**src/rtl/rr_grant_fsm_pkg.sv**
```systemverilog
// Shared types and helpers for the round-robin grant FSM.
package rr_arb_pkg;

  // Arbiter phases; 2'b11 is unreachable and recovers to IDLE.
  typedef enum logic [1:0] {
    IDLE  = 2'b00,
    GRANT = 2'b01,
    GAP   = 2'b10
  } state_t;

  // Upper bound on requester count supported by onehot().
  localparam int MAX_N = 64;

  // One-hot mask with bit idx set; empty when idx is out of range for n requesters.
  function automatic logic [MAX_N-1:0] onehot(input int unsigned idx, input int unsigned n);
    logic [MAX_N-1:0] v;
    v = '0;
    if (idx < n && idx < MAX_N) v[idx[5:0]] = 1'b1;
    return v;
  endfunction

endpackage

```
**src/rtl/rr_grant_fsm_if.sv**
```systemverilog
// Requester-side bundle of the round-robin arbiter.
interface rr_grant_fsm_if #(
  parameter int N   = 4,
  parameter int IDW = (N > 1) ? $clog2(N) : 1
);
  logic [N-1:0]   req;
  logic [N-1:0]   done;
  logic [N-1:0]   gnt;
  logic [IDW-1:0] gnt_id;
  logic           busy;
  logic           grant_pulse;
  logic           timeout;

  // Requesters drive req/done and observe the grant.
  modport master (
    output req, done,
    input  gnt, gnt_id, busy, grant_pulse, timeout
  );

  // Arbiter side.
  modport slave (
    input  req, done,
    output gnt, gnt_id, busy, grant_pulse, timeout
  );
endinterface

```
**src/rtl/rr_grant_fsm_pick.sv**
```systemverilog
// Round-robin winner selection: rotate req so ptr sits at bit 0, take the
// lowest set bit, then rotate the index back (explicit wrap, no modulo).
module rr_pick #(
  parameter int N   = 4,
  parameter int IDW = (N > 1) ? $clog2(N) : 1
) (
  input  logic [N-1:0]   req,
  input  logic [IDW-1:0] ptr,
  output logic [IDW-1:0] winner,
  output logic           any
);

  logic [2*N-1:0] dbl;
  logic [N-1:0]   rot;
  logic [IDW:0]   pos;
  logic [IDW:0]   sum;

  // Rotate, priority-encode from the lowest bit, un-rotate with a single wrap.
  always_comb begin
    dbl = {req, req} >> ptr;
    rot = dbl[N-1:0];
    pos = '0;
    for (int i = N - 1; i >= 0; i--)
      if (rot[i]) pos = (IDW+1)'(i);
    sum    = pos + {1'b0, ptr};
    winner = (sum >= (IDW+1)'(N)) ? IDW'(sum - (IDW+1)'(N)) : IDW'(sum);
    any    = |req;
  end

endmodule

```
**src/rtl/rr_grant_fsm.sv**
```systemverilog
// Round-robin arbiter FSM: one owner at a time, grant held until done,
// request drop or MAX_HOLD cycles, followed by one dead GAP cycle.
module rr_grant_fsm
  import rr_arb_pkg::*;
#(
  parameter int N        = 4,
  parameter int MAX_HOLD = 16
) (
  input  logic          clk,
  input  logic          reset,
  rr_grant_fsm_if.slave bus
);

  localparam int IDW = (N > 1) ? $clog2(N) : 1;
  localparam int CW  = $clog2(MAX_HOLD + 1);

  state_t         state;
  logic [IDW-1:0] ptr;
  logic [IDW-1:0] owner;
  logic [CW-1:0]  hold_cnt;
  logic [N-1:0]   gnt_q;
  logic [IDW-1:0] gnt_id_q;
  logic           busy_q;

  logic [IDW-1:0] winner;
  logic           any;
  logic           own_req;
  logic           own_done;
  logic           at_limit;
  logic           grant_exit;
  logic [IDW-1:0] next_ptr;

  rr_pick #(.N(N), .IDW(IDW)) u_pick (
    .req    (bus.req),
    .ptr    (ptr),
    .winner (winner),
    .any    (any)
  );

  // Only the owner's req/done matter; everything else is ignored in GRANT.
  assign own_req    = bus.req[owner];
  assign own_done   = bus.done[owner];
  assign at_limit   = (hold_cnt == CW'(MAX_HOLD - 1));
  assign grant_exit = own_done | ~own_req | at_limit;
  assign next_ptr   = (owner == IDW'(N - 1)) ? '0 : owner + 1'b1;

  // State, pointer, owner, hold counter and registered Moore outputs.
  always_ff @(posedge clk or posedge reset) begin
    if (reset) begin
      state    <= IDLE;
      ptr      <= '0;
      owner    <= '0;
      hold_cnt <= '0;
      gnt_q    <= '0;
      gnt_id_q <= '0;
      busy_q   <= 1'b0;
    end else begin
      case (state)
        IDLE: begin
          if (any) begin
            owner    <= winner;
            gnt_id_q <= winner;
            hold_cnt <= '0;
            gnt_q    <= N'(onehot(32'(winner), N));
            busy_q   <= 1'b1;
            state    <= GRANT;
          end
        end
        GRANT: begin
          hold_cnt <= hold_cnt + 1'b1;
          if (grant_exit) begin
            ptr   <= next_ptr;
            gnt_q <= '0;
            state <= GAP;
          end
        end
        GAP: begin
          busy_q <= 1'b0;
          state  <= IDLE;
        end
        default: begin
          gnt_q  <= '0;
          busy_q <= 1'b0;
          state  <= IDLE;
        end
      endcase
    end
  end

  assign bus.gnt     = gnt_q;
  assign bus.gnt_id  = gnt_id_q;
  assign bus.busy    = busy_q;
  // Arbitration cycle marker; held low while reset is asserted.
  assign bus.grant_pulse = ~reset & (state == IDLE) & any;
  // Timeout only when the limit alone ends the grant (done takes precedence).
  assign bus.timeout = (state == GRANT) & at_limit & ~own_done & own_req;

endmodule

```
**src/flat_wrapper.sv**
```systemverilog
// flat-port wrapper written by rule: the top's interface ports become plain ports
module rr_grant_fsm_flat import rr_arb_pkg::*;
#(
  parameter int N        = 4,
  parameter int MAX_HOLD = 16
)
  (clk, reset, bus_req, bus_done, bus_gnt, bus_gnt_id, bus_busy, bus_grant_pulse, bus_timeout);
  rr_grant_fsm_if #(.N(N)) bus_i ();
  input  logic clk;
  input  logic reset;
  input wire logic [$bits(bus_i.req)-1:0] bus_req;
  input wire logic [$bits(bus_i.done)-1:0] bus_done;
  output wire logic [$bits(bus_i.gnt)-1:0] bus_gnt;
  output wire logic [$bits(bus_i.gnt_id)-1:0] bus_gnt_id;
  output wire logic [$bits(bus_i.busy)-1:0] bus_busy;
  output wire logic [$bits(bus_i.grant_pulse)-1:0] bus_grant_pulse;
  output wire logic [$bits(bus_i.timeout)-1:0] bus_timeout;
  assign bus_i.req = bus_req;
  assign bus_i.done = bus_done;
  assign bus_gnt = bus_i.gnt;
  assign bus_gnt_id = bus_i.gnt_id;
  assign bus_busy = bus_i.busy;
  assign bus_grant_pulse = bus_i.grant_pulse;
  assign bus_timeout = bus_i.timeout;
  rr_grant_fsm #(.N(N), .MAX_HOLD(MAX_HOLD)) u_core (.clk(clk), .reset(reset), .bus(bus_i));
endmodule
```
**config.mk**
```make
export PLATFORM = sky130hd
export DESIGN_NAME = rr_grant_fsm_flat
export DESIGN_NICKNAME = d
export VERILOG_FILES = /design/src/rtl/rr_grant_fsm_pkg.sv /design/src/rtl/rr_grant_fsm_if.sv /design/src/rtl/rr_grant_fsm_pick.sv /design/src/rtl/rr_grant_fsm.sv /design/src/flat_wrapper.sv
export SDC_FILE = /design/constraint.sdc
export NUM_CORES = 1
export LEC_CHECK = 0
export BUFFER_PORTS_ARGS = -buffer_cell sky130_fd_sc_hd__buf_2
export CAP_MARGIN = 10
export CORE_MARGIN = 3
export CORE_UTILIZATION = 50
export DETAILED_ROUTE_END_ITERATION = 8
export PLACE_DENSITY = 0.73
export SYNTH_ARGS = -nofsm -noshare
export SYNTH_HDL_FRONTEND = slang
export SYNTH_SLANG_ARGS = --single-unit
export TNS_END_PERCENT = 10
```
**constraint.sdc**
```tcl
create_clock -name clk -period 4.9 [get_ports clk]
set_input_delay 0 -clock clk [delete_from_list [all_inputs] [get_ports clk]]
set_output_delay 0 -clock clk [all_outputs]
set_load 0.1 [all_outputs]
```
==> results of run 1 <==
-- per-layer routing --
metal  share of wire  global-route usage
met4           0.011             0.05240
met5               0                   0
met3           0.046             0.05158
met2            0.47              0.2881
met1            0.47              0.2523
-- area by class of cell --
cell class                      count  area, um^2  share of cell area
Multi-Input combinational cell     94       591.8              0.5081
Sequential cell                    16       400.4              0.3437
Timing Repair Buffer               19       100.1             0.08593
Tap cell                           25       31.28             0.02685
Clock buffer                        3       22.52             0.01933
Inverter                            5       18.77             0.01611
-- stage by stage --
step           std cells    util
2_1_floorplan        120       -
3_3_place_gp         158  0.6156
3_5_place_dp         158  0.6156
4_1_cts              162  0.6333
5_1_grt              162  0.6333
6_report             162  0.6333
-- critical path, cell delays in order (launching register included) --
cell and delay [ns]:
dfrtp_1 0.49, or4_1 0.55, nand3_1 0.10, ha_1 0.19, xor2_1 0.23, and3_1 0.20, nand3_1 0.08, nand3_1 0.10
-- registers in the layout, summed over array words and instances, names as in the netlist --
signal / count
u_core.bus.busy: 1
u_core.bus.gnt: 4
u_core.hold_cnt: 5
u_core.owner: 2
u_core.ptr: 2
u_core.state: 2
-- power by group --
group          switching [W]  internal [W]  total [W]
clock              0.0000400     0.0000286  0.0000686
sequential         0.0000514      0.000178   0.000229
combinational       0.000331      0.000136   0.000467
-- cell families (layout without fill, tap and decap cells) --
logic type	Yosys count	in the layout
adder cells (fa/ha/maj)	4	4
AND/OR/NAND/NOR	57	57
AO/OA/AOI/OAI	28	28
flip-flops	16	16
multiplexers	2	2
buffers and inverters	10	27
XOR/XNOR	3	3
-- synthesized netlist by cell type, drive strengths merged (3+ instances only) --
cell    number
and3         3
buf          4
o31ai        3
dfrtp       16
nand2b       5
nand3       12
inv          5
nor3         3
nand2       16
and2b        3
nor2         9
o21ai       15
ha           4
-- path summary, 6_finish.rpt --
| path | end | cells past startpoint |
|---|---|---|
| min reg2reg | u_core.bus.gnt[3] | 2 |
| min | u_core.state[0] | 4 |
| max in group asynchronous | u_core.hold_cnt[1] | 3 |
| max reg2reg | u_core.bus.gnt[3] | 7 |
| max | u_core.bus.gnt[3] | 7 |
| min in group asynchronous | u_core.hold_cnt[0] | 3 |
==> flow_summary.yaml, run 1 <==
worst_hold_path:
  hp-start: "bus_done[0]"
  hp-class: "in -> reg"
die:
  io_pins: 19
  die_area_mm2: 0.002657
  core_area_mm2: 0.001839
  start_util: 0.5639
  die_x_um: 51.55
  dieHeight_um: 51.55
  rows: 15
layout:
  final_area_mm2: 0.001165
  n_fill_cell: 178
  layout.nets: 153
  final_cell_mix: "buf_2, nand2_1, dfrtp_1"
  num_antenna_cells: 0
  area_growth_pct: 12.30
  layout_commonest_cell: "buf_2"
  final_layout_size_suffix_gt1_frac: 0.2044
yosys:
  yosysWarnings: 0
  synth_compound_area_frac: 0.1918
  synth-xor-area-share: 0.02533
  seq_area_frac_synth: 0.3860
  synth-edff-count: 0
  syn_nets: 134
  async_flop_share: 1.000
  yosysUniqueCellTypes: 33
  yosys-top-cells-area: "dfrtp_1, o21ai_0, nand3_1"
  synth_flop_cell: "dfrtp_1"
  ys_ff_latch: 16
  yosys.area_share.simple: 0.2726
  synth_top_family_by_area: "simple AND/OR/NAND/NOR gates"
  synth_area_leader_cell: "dfrtp_1"
  synth-adder-area-share: 0.04825
  synth_area_mm2: 0.001037
  synth_top_area_share: 0.3860
  syn_inst: 120
  synth_mux_area_frac: 0.03257
  syn_area_per_cell_um2: 8.644
detailed_routing:
  first_pass_iters: 4
  routed_wl_um: 2131
  vias_per_cell: 5.667
  drc: 0
  routedWlPerCell_um: 13.15
  vias: 918
  drt_iter0_drc: 22
  antenna_left: 0
clock_network:
  clock_sinks: 16
  cts_tree: "done"
  cts_buffers: 3
  post_cts_buffers: 0
  ctsResizeCount: 0
  h-tree-depth: 1
  ctsRootBufferMaster: "clkbuf_4"
  cts_hold_buf: 1
  clk_latency_ns: 0.29
  clk_path_buf_depth: 2
  clk_pin_slew_worst_paths_ns: 0.09
timing:
  rsz0062_at_grt: "false"
  hold_viol_final: 0
  setup_tns_ns: 0
  setup_slack_ns: 2.903
  fin_skew_ns: 0.002758
  fmaxAchievable_mhz: 500.8
  period_share: 0.4076
  relSlewSlack: 0.5996
  worstMarginPinSlew_ns: 0.6000
  hold_ws_ns: 0.3000
  slew_viol_final: 0
  min_period_ns: 1.997
  report.final.setup_viol: 0
placed_design:
  placed_area_mm2: 0.001132
  port_buffers: 18
  gp_congestion: 0.7981
  place_ws_ns: 2.913
  dp_hpwl_um: 1644
global_route:
  grt_usage: 0.1853
  grt_pass1_vias: 857
  grt_pass1_wl_um: 3684
  grt_max_degree: 17
  antenna_found_initial: 0
  grt_overflow: 0
critical_path:
  timing.rr.start: "u_core.ptr[0]"
  reg2reg_slack_ns: 2.90
  crit_fanout: 10
  worstSetupStartpoint: "u_core.ptr[0]"
  end_kind: "flop"
  critPathArrivalTime_ns: 2.23
  crit_type: "reg -> reg"
  crit_required_ns: 5.13
  crit_path_start_kind: "flop"
outcome:
  status: "complete, no violations"
flow_run:
  drv_cap: 0
pwr:
  power_w: 0.0007650
  irDropWorstVdd_mv: 0.4833
  leakage_nw: 0.5572
  power.density_mw_per_mm2: 656.7
No activity file was read; power rests on OpenSTA's default activity.
==> run 2: changes to the inputs <==
Settings changed: ABC_AREA set to 1, PLACE_DENSITY 0.73 to 0.74.
Clock period 4.9 ns to 2 ns, I/O delays scaled along.
==> flow_summary.yaml, run 2 <==
yosys:
  yosysWarnings: 0
  synth_area_leader_cell: "dfrtp_1"
  synth_top_area_share: 0.4250
  yosys.area_share.simple: 0.3533
  synth_most_common_cell: "nand2_1"
  ys_ff_latch: 16
  syn_nets: 144
  seq_area_frac_synth: 0.4250
  synth-xor-area-share: 0.01859
  yosysUniqueCellTypes: 18
  synth_mux_area_frac: 0
  syn_inst: 130
  synth-edff-count: 0
  synth-adder-area-share: 0.05312
  synth_commonest_cells: "nand2_1, dfrtp_1, nand3_1, inv_1, nor2_1"
  yosys-top-cells-area: "dfrtp_1, nand2_1, nand3_1"
  synth_top_family_by_area: "simple AND/OR/NAND/NOR gates"
  synth_flop_cell: "dfrtp_1"
  syn_area_per_cell_um2: 7.247
  synth_compound_area_frac: 0.07437
  async_flop_share: 1.000
  synth_area_um2: 942.2
die:
  die_area_mm2: 0.002441
  start_util: 0.5398
  io_pins: 19
  rows: 15
  core_area_mm2: 0.001745
  dieHeight_um: 49.41
  die_x_um: 49.41
timing:
  slew_viol_final: 0
  fmaxAchievable_mhz: 559.5
  relSlewSlack: 0.5943
  report.final.setup_viol: 0
  setup_slack_ns: 0.2127
  min_period_ns: 1.787
  worstMarginPinSlew_ns: 0.6078
  hold_viol_final: 0
  rsz0062_at_grt: "false"
  period_share: 0.8937
  setup_tns_ns: 0
  fin_skew_ns: 0.009819
layout:
  final_layout_size_suffix_gt1_frac: 0.2353
  area_growth_pct: 19.52
  layout.nets: 168
  largest_register_ffs: 5
  final_area_mm2: 0.001126
  layout_commonest_cell: "nand2_1"
  regMostFlops: "u_core.hold_cnt"
  num_antenna_cells: 0
  final_cells: 178
  final_cell_mix: "nand2_1, buf_2, nand3_1, dfrtp_1, inv_1"
detailed_routing:
  routed_wl_um: 1982
  antenna_left: 0
  drt_iter0_drc: 21
  routedWlPerCell_um: 11.13
  first_pass_iters: 4
  vias: 914
  drc: 0
  vias_per_cell: 5.135
placed_design:
  placed_area_mm2: 0.001071
  dp_cells: 173
  dp_hpwl_um: 1612
  gp_congestion: 0.7583
  place_ws_ns: 0.1877
  port_buffers: 18
critical_path:
  crit_path_start_kind: "flop"
  crit_type: "reg -> reg"
  critPathMaxStageDelay_ns: 0.45
  crit_chain: "inv_2, nand2_1, nand3_1, nand2_2, nand3_1, a21boi_1, ha_1, nor4_2, nand2_1, nand2_1"
  critPathArrivalTime_ns: 2.01
  crit_path_frequent_cell: "nand2_1"
  end_kind: "flop"
  crit_fanout: 6
  slowest_stage: "dfrtp_1"
  crit_required_ns: 2.23
global_route:
  grt_overflow: 0
  grt_max_degree: 17
  grt_pass1_vias: 860
  grt_usage: 0.1833
  grt_pass1_wl_um: 3525
  antenna_found_initial: 0
clock_network:
  ctsRootBufferMaster: "clkbuf_4"
  cts_tree: "done"
  clk_path_buf_depth: 2
  h-tree-depth: 1
  clock_sinks: 16
  clk_pin_slew_worst_paths_ns: 0.10
  clk_latency_ns: 0.29
  cts_buffers: 3
pwr:
  irDropWorstVdd_mv: 0.9390
  internal_power_w: 0.0009036
  switching_power_w: 0.001185
  combPwrFrac: 0.628
  swShare: 0.5674
  p_seq_frac: 0.270
  clock_power_share: 0.102
  leakage_nw: 0.6223
  power.density_mw_per_mm2: 1855
worst_hold_path:
  hp-class: "in -> reg"
flow_run:
  drv_cap: 0
outcome:
  status: "complete, no violations"
run 2: kinds of logic after synthesis:
family,after synthesis
adders and majority gates,4
AOI/OAI and AO/OA,12
DFF,16
xor gates and xnor gates,2
buffers and inverters,19
and+or+nand+nor,77
run 2: worst max-delay path: cells and delay by family (launching register included):
family          cells  cell delay [ns]
flops               1             0.45
buf+inv             1             0.08
simple gates        7             0.79
fa+ha+maj           1             0.27
compound gates      1             0.13
run 2: path summary, 6_finish.rpt:
| check | start | end | slack, ns | cells after the start |
|---|---|---|---|---|
| worst max-delay path | u_core.ptr[0] | u_core.bus.gnt[2] | 0.21 | 10 |
| worst min-delay path | bus_done[2] | u_core.state[0] | 0.14 | 4 |
| worst max register to register | u_core.ptr[0] | u_core.bus.gnt[2] | 0.21 | 10 |
| worst min register to register | u_core.bus.gnt[1] | u_core.bus.gnt[1] | 0.47 | 2 |
| max in group asynchronous | reset | u_core.bus.gnt[3] | 1.27 | 3 |
| min in group asynchronous | reset | u_core.state[0] | 0.33 | 3 |
run 2: per-layer routing:
layer  track usage  up-vias  share of wire
li1              -      467              -
met1        0.2019      424           0.41
met2        0.3482       19           0.54
met3       0.03670        4          0.033
met4       0.05530        0          0.011
met5             0        -              0
run 2: timing repair:
| action | CTS | global route |
|---|---|---|
| endpoints found under the hold margin | 16 | 0 |
| setup endpoints to repair | 0 | 2 |
| hold buffers | 1 | 0 |
| resized for setup | 0 | 2 |
| setup buffers | 0 | 0 |
run 2: power by group through the flow:
stage,clock (W),combinational [W],sequential (W)
6_report,0.000213,0.00131,0.000564
5_1_grt,0.000238,0.00146,0.000584
4_1_cts,0.000222,0.00131,0.000562
3_5_place_dp,0,0.00130,0.000569
3_3_place_gp,0,0.00127,0.000561
2_1_floorplan,0,0.000745,0.000881
run 2: final cells by class:
cell class | instances | area [um^2]
repair buffers | 19 | 102.6
clock buffers | 4 | 36.28
flip-flops and latches | 16 | 400.4
multi-input cells | 95 | 484.2
well taps | 25 | 31.28
fillers | 171 | 619.3
inverters | 19 | 71.32
run 2: stage by stage:
stage / utilization / total power, W / hold slack (ns)
finish: 0.6452 / 0.002089 / 0.1396
global route: 0.6452 / 0.002277 / 0.1941
CTS: 0.6401 / 0.002093 / 0.1395
detailed placement: 0.6136 / 0.001870 / 0.1097
global placement: 0.6136 / 0.001828 / 0.09993
floorplan: - / 0.001625 / -0.08626
==> run 3: changes to the inputs <==
Clock period 2 ns to 2.2 ns, I/O delays scaled along.
==> flow_summary.yaml, run 3 (synthesis gave the netlist of run 2 again) <==
global_route:
  grt_pass1_vias: 860
  grt_overflow: 0
  grt_max_degree: 17
  grt_usage: 0.1833
  antenna_found_initial: 0
  grt_pass1_wl_um: 3525
critical_path:
  timing.rr.start: "u_core.ptr[0]"
  crit_path_frequent_cell: "ha_1"
  r2r-end: "u_core.bus.gnt[2]"
  cp.depth: 7
  crit_buf_inv: 1
  worstSetupStartpoint: "u_core.hold_cnt[0]"
  crit_required_ns: 2.20
  critPathArrivalTime_ns: 1.85
  end_kind: "output pin"
  reg2reg_slack_ns: 0.36
  cp-endpoint: "bus_timeout"
  crit_type: "reg -> out"
  critPathMaxStageDelay_ns: 0.42
  slowest_stage: "buf_2"
  crit_fanout: 4
  r2r_cells: 10
  crit_family: "buffers and inverters"
  crit_chain: "ha_1, nand2_1, nor2_1, ha_1, nand3_1, nor2_4, buf_2"
  crit_path_start_kind: "flop"
timing:
  report.final.setup_viol: 0
  slew_viol_final: 0
  relSlewSlack: 0.5940
  worstMarginPinSlew_ns: 0.6083
  rsz0062_at_grt: "false"
  fin_skew_ns: 0.01080
  min_period_ns: 1.846
  setup_slack_ns: 0.3540
  setup_tns_ns: 0
  period_share: 0.8391
  fmaxAchievable_mhz: 541.7
  hold_viol_final: 0
detailed_routing:
  vias: 912
  vias_per_cell: 5.124
  drc: 0
  routedWlPerCell_um: 11.11
  antenna_left: 0
  routed_wl_um: 1978
  drt_iter0_drc: 20
  first_pass_iters: 4
pwr:
  power.density_mw_per_mm2: 1685
  power_w: 0.001883
  irDropWorstVdd_mv: 0.8535
  leakage_nw: 0.6221
placed_design:
  placed_area_mm2: 0.001071
  place_ws_ns: 0.3877
  gp_congestion: 0.7583
  port_buffers: 18
  dp_hpwl_um: 1612
clock_network:
  ctsRootBufferMaster: "clkbuf_4"
  clk_pin_slew_worst_paths_ns: 0.10
  clock_sinks: 16
  clk_path_buf_depth: 2
  h-tree-depth: 1
  cts_buffers: 3
  ctsResizeCount: 0
  clk_latency_ns: 0.29
  cts_tree: "done"
  post_cts_buffers: 0
worst_hold_path:
  hp-class: "in -> reg"
  holdPathStages: 4
die:
  die_x_um: 49.41
  die_area_mm2: 0.002441
  core_area_mm2: 0.001745
  io_pins: 19
  dieHeight_um: 49.41
  start_util: 0.5398
  rows: 15
layout:
  final_area_mm2: 0.001117
  area_growth_pct: 18.59
  n_fill_cell: 169
  largest_register_ffs: 5
  num_antenna_cells: 0
  layout_commonest_cell: "nand2_1"
  layout.nets: 168
  final_cell_mix: "nand2_1, buf_2, nand3_1, dfrtp_1, inv_1"
  regMostFlops: "u_core.hold_cnt"
  final_layout_size_suffix_gt1_frac: 0.2288
  final_core_util: 0.6401
outcome:
  status: "complete, no violations"
flow_run:
  drv_cap: 0
[run 3: cell type report]
class	count	area, um^2	share of cell area
Inverter	19	71.32	0.06383
Tap cell	25	31.28	0.02800
Sequential cell	16	400.4	0.3583
Multi-Input combinational cell	95	478.0	0.4278
Timing Repair Buffer	19	100.1	0.08959
Clock buffer	4	36.28	0.03247
[run 3: power by group]
group          total (W)  internal, W  switching (W)
clock           0.000194     0.000101      0.0000933
sequential      0.000511     0.000405       0.000106
combinational    0.00118     0.000306       0.000871
[run 3: worst min-delay path by stage]
stage	startpoint	to	slack, ns
finish	bus_done[2]	u_core.state[0]	0.14
global route	bus_done[2]	u_core.state[0]	0.19
CTS	bus_done[2]	u_core.state[0]	0.14
detailed placement	reset	u_core.state[0]	0.11
global placement	reset	u_core.hold_cnt[2]	0.1
floorplan	reset	u_core.bus.busy	-0.09
[run 3: per-layer routing]
| layer | global-route usage | part of all wire | wire length, um | vias to the layer above |
|---|---|---|---|---|
| li1 | - | - | - | 467 |
| met1 | 0.2019 | 0.41 | 812 | 422 |
| met2 | 0.3482 | 0.54 | 1077 | 19 |
| met3 | 0.03670 | 0.033 | 65 | 4 |
| met4 | 0.05530 | 0.011 | 21 | 0 |
| met5 | 0 | 0 | 0 | - |
[run 3: per-stage QoR]
stage / instances / hold WS (ns)
floorplan: 130 / -0.08626
global placement: 173 / 0.09993
detailed placement: 173 / 0.1097
CTS: 178 / 0.1395
global route: 178 / 0.1941
finish: 178 / 0.1389
[run 3: what timing repair did]
action	CTS	global route
endpoints found under the hold margin	16	0
hold buffers	1	0
setup endpoints to repair	0	0
[run 3: worst register-to-register path, stage by stage (launching register included)]
cell and delay, ns:
dfrtp_1 0.45, inv_2 0.08, nand2_1 0.09, nand3_1 0.08
nand2_2 0.10, nand3_1 0.06, a21boi_1 0.13, ha_1 0.25
nor4_1 0.38, nand2_1 0.09, nand2_1 0.07
